[src/rtl/dice_sequencer.sv]
// rtl/dice_sequencer.sv - registered up/down table sequencer with wrap/saturate ends, index load and self-timed bursts
// value is always the table entry at idx; both are registered on the same edge.
module dice_sequencer #(
  parameter int LEN = 6,
  parameter int WIDTH = 3,
  parameter logic [LEN*WIDTH-1:0] PATTERN = 18'h16ADB,
  parameter int CW = 8,
  localparam int IW = $clog2(LEN)
) (
  input  logic             clk,
  input  logic             reset,
  input  logic             en,
  input  logic             down,
  input  logic             wrap,
  input  logic             load,
  input  logic [IW-1:0]    load_idx,
  input  logic             burst_start,
  input  logic [CW-1:0]    burst_len,
  output logic [IW-1:0]    idx,
  output logic [WIDTH-1:0] value,
  output logic             busy,
  output logic             done,
  output logic             at_end
);

  localparam logic [IW-1:0] LAST = IW'(LEN - 1);

  typedef enum logic {IDLE, RUN} state_t;

  state_t           state, state_next;
  logic [CW-1:0]    cnt, cnt_next;
  logic [IW-1:0]    idx_next, idx_step;
  logic             done_next;
  logic [WIDTH-1:0] table_mem [LEN];

  for (genvar g = 0; g < LEN; g++) begin : g_table
    assign table_mem[g] = PATTERN[g*WIDTH +: WIDTH];
  end

  // Ends either wrap to the opposite end or hold, depending on wrap.
  always_comb begin
    idx_step = idx;
    if (!down) begin
      if (idx == LAST) idx_step = wrap ? '0 : LAST;
      else             idx_step = idx + 1'b1;
    end else begin
      if (idx == '0)   idx_step = wrap ? LAST : '0;
      else             idx_step = idx - 1'b1;
    end
  end

  always_comb begin
    state_next = state;
    cnt_next   = cnt;
    idx_next   = idx;
    done_next  = 1'b0;
    if (load) begin
      idx_next   = (load_idx > LAST) ? LAST : load_idx;
      state_next = IDLE;
      cnt_next   = '0;
    end else begin
      case (state)
        IDLE: begin
          if (burst_start) begin
            if (burst_len == '0) begin
              done_next = 1'b1;
            end else begin
              state_next = RUN;
              cnt_next   = burst_len;
            end
          end else if (en) begin
            idx_next = idx_step;
          end
        end
        RUN: begin
          idx_next = idx_step;
          cnt_next = cnt - 1'b1;
          if (cnt == CW'(1)) begin
            state_next = IDLE;
            done_next  = 1'b1;
          end
        end
        default: state_next = IDLE;
      endcase
    end
  end

  always_ff @(posedge clk) begin
    if (reset) begin
      state <= IDLE;
      cnt   <= '0;
      idx   <= '0;
      value <= table_mem[0];
      done  <= 1'b0;
    end else begin
      state <= state_next;
      cnt   <= cnt_next;
      idx   <= idx_next;
      value <= table_mem[idx_next];
      done  <= done_next;
    end
  end

  assign busy   = (state == RUN);
  assign at_end = down ? (idx == '0) : (idx == LAST);

endmodule

[config.mk]
export PLATFORM = sky130hd
export DESIGN_NAME = dice_sequencer
export DESIGN_NICKNAME = d
export VERILOG_FILES = /design/src/rtl/dice_sequencer.sv
export SDC_FILE = /design/constraint.sdc
export NUM_CORES = 1
export LEC_CHECK = 0
export BUFFER_PORTS_ARGS = -buffer_cell sky130_fd_sc_hd__clkbuf_2
export CAP_MARGIN = 0
export CORE_UTILIZATION = 33
export CTS_CLUSTER_DIAMETER = 50
export DETAILED_ROUTE_END_ITERATION = 6
export SLEW_MARGIN = 20
export SYNTH_ARGS = -nofsm -noshare
export SYNTH_HDL_FRONTEND = slang
export SYNTH_SLANG_ARGS = --single-unit
[constraint.sdc]
create_clock -name clk -period 2.55 [get_ports clk]
set_input_delay 0.1275 -clock clk [delete_from_list [all_inputs] [get_ports clk]]
set_output_delay 0.1275 -clock clk [all_outputs]
set_load 0.01 [all_outputs]
==> key figures <==
Floorplan
  – Die H: roughly 55 um
  – Die X: about 55 um
  – Row cnt: 18
  – Initial cell density of the core: 0.362
  – Core area: 2590 sq um
  – IO Pins: 27
  – Die area: just over 3000 sq um

Worst setup path
  – Worst path arrival time: roughly 1.9 ns
  – Crit-path max FO: 10
  – Worst r2r src: idx[2]$_SDFF_PP0_
  – R2R setup slack: roughly 0.86 ns
  – Reg-to-Reg End: value[2]$_SDFF_PP0_
  – Critical Path End: value[2]$_SDFF_PP0_
  – CP Capture Type: flip-flop
  – Worst reg2reg path depth: 5
  – CP startpoint: idx[2]$_SDFF_PP0_
  – Critical path class: flip-flop to flip-flop
  – Startpoint Class: flip-flop
  – Worst Path Required: between 2 and 3 ns

Logic synthesis
  – Top cell type's share of synthesized area: 0.342
  – Flops & latches, synth: 16
  – Syn Area/Cell: between 8 and 9 sq um
  – Top cells by area, synth: dfxtp_1, a211oi_1, nor2_1, a21oi_1, nand2_1
  – Register area share after synthesis: 0.342
  – Synth area leader: dfxtp_1
  – Mapped Area: 937 sq um
  – Syn Nets: approximately 140
  – Unique masters post-synth: 39
  – Top cells by count, synth: dfxtp_1, nor2_1, nand2_1
  – Synth async-reset ratio: 0
  – Synth Flop Type: dfxtp_1
  – Top-count cell post-synth: dfxtp_1
  – Synthesized instance count: ~120
  – Yosys warns: 0
  – Number of synthesized flops with an enable pin: 0

Clock tree
  – Clk sinks: 16
  – TritonCTS clock tree: done
  – Clock transition at the registers of the reported paths: 0.11 ns
  – Clock buffer count from CTS: 3
  – Post-CTS Resized: 0
  – CTS Root Cell: clkbuf_4
  – Post-CTS Setup Repair Bufs: 0
  – # hold bufs at CTS: 0
  – Clock Path Buffers: 2
  – Clock Latency Late Sink: 0.29 ns
  – H-Tree Depth: 1

STA
  – Final setup violation count: 0
  – FMAX: approximately 0.59 GHz
  – Worst slew pin tran: around 0.5 ns
  – Layout Skew: 0.00488 ns
  – Slew Limit Fails: 0
  – Hold Violations, Final: 0
  – Setup TNS: 0 ns
  – Min cycle time layout: ~1.7 ns
  – Final worst-path cycle share: 0.664
  – Slew headroom: 0.659
  – RSZ-0062 raised after global routing: no

Layout
  – Layout cells sized above 1: 0.243
  – Nets@finish: between 150 and 200
  – Area delta synth->final: 17.4%
  – Diode count: 0
  – Non-Filler Instances: 170

Run
  – Max-cap violations: 0

Power
  – Lkg Pwr: approximately 0.44 nW
  – Power after layout: 0.578 mW
  – IR Drop Worst-Case VDD: between 0.0003 and 0.0004 V
  – PD cells: about 530 nW/um^2

Placement
  – Port bufs: 26
  – Gp weighted congestion: 0.817
  – Placed cell count: between 150 and 200
  – Post-DP HPWL: 1670 um

Detailed routing
  – Drt wl/cell: 12.7 um
  – DRT iter0 DRCs: 14
  – Post-DRT Antenna Nets: 0
  – DR vias/cell: about 5.5
  – Via count: 940
  – First-pass DRT Iterations: 4
  – Remaining DRCs: 0
  – Final wirelength: ~2200 um

Global route
  – GRT Total Usage: 0.153
  – Initial antenna violation count: 0
  – Vias in the first global route: ~900
  – GRT overflow: 0
  – First-pass GRT wire length: between 3000 and 4000 um
  – Largest net degree at the start of global routing: 12

Worst hold path
  – Hold Startpoint: reset
  – HP Class: input pin to flip-flop

Status
  – Status: complete, no violations
-- cell usage in the layout (no fill, tap or decap), drive strengths merged --
cell type and instances:
a211o 2, a211oi 9, a21oi 8, a22oi 1
a2bb2oi 1, a311oi 1, a31o 1, a31oi 2
a32o 1, a32oi 2, and2 1, and2b 1
and3b 1, clkbuf 30, dfxtp 16, ha 2
inv 6, nand2 10, nand2b 2, nand3 4
nand3b 1, nor2 11, nor2b 3, nor3 5
nor3b 1, nor4 3, nor4b 1, o211ai 2
o21ai 5, o2bb2ai 1, or2 1, or2b 1
or3 1, or4b 1, xnor2 2
-- metal layers --
metal / share of wire / wire, um / vias up / track usage
li1: - / - / 475 / -
met1: 0.48 / 1030 / 432 / 0.193
met2: 0.46 / 998 / 29 / 0.260
met3: 0.048 / 104 / 4 / 0.0375
met4: 0.013 / 29 / 0 / 0.0429
met5: 0 / 0 / - / 0
-- layout make-up --
type	count	area [sq um]
clock buffer	4	36.3
fill	283	1490
inverter	6	22.5
multi-input combinational	88	553
sequential	16	320
tap	30	37.5
timing repair buffer	26	130
-- power by group --
group	internal, mW	switching (mW)	total [mW]
Clock	0.0870	0.0894	0.176
Combinational	0.0535	0.0660	0.119
Sequential	0.264	0.0175	0.282
Total	0.405	0.173	0.578
-- worst min path at each step --
stage / depth (start not counted) / slack, ns / to
final: 2 / 0.04 / idx[0]$_SDFF_PP0_
after global routing: 2 / 0.02 / idx[0]$_SDFF_PP0_
after CTS: 2 / 0.03 / idx[0]$_SDFF_PP0_
after detailed placement: 2 / 0.35 / idx[0]$_SDFF_PP0_
after global placement: 2 / 0.36 / idx[0]$_SDFF_PP0_
after floorplan: 1 / 0.20 / idx[0]$_SDFF_PP0_
-- critical path, stage by stage (launching register included) --
cell and delay (ns):
dfxtp_1 0.53, or4b_1 0.46, o21ai_1 0.09, a211oi_1 0.10
a31o_1 0.22, a32o_1 0.20
-- registers in the layout, summed over array words and instances, names as in the netlist --
| signal | cells |
|---|---|
| idx | 3 |
| done | 1 |
| busy | 1 |
| value | 3 |
| cnt | 8 |
-- through the flow --
step	setup WS [ns]	utilization	instance area, sq um	hold WS (ns)
2_1_floorplan	0.952	-	937	0.200
3_3_place_gp	0.933	0.411	1060	0.357
3_5_place_dp	0.889	0.411	1060	0.351
4_1_cts	0.867	0.425	1100	0.0337
5_1_grt	0.747	0.425	1100	0.0243
6_report	0.856	0.425	1100	0.0382
-- cell families after synthesis --
logic type / Yosys count / share of synthesized area
compound gates: 36 / 0.264
xor+xnor: 2 / 0.0187
buf+inv: 11 / 0.0681
simple gates: 48 / 0.280
flops: 16 / 0.342
fa+ha+maj: 2 / 0.0267
Note: power is estimated with default switching activity, not from simulation.
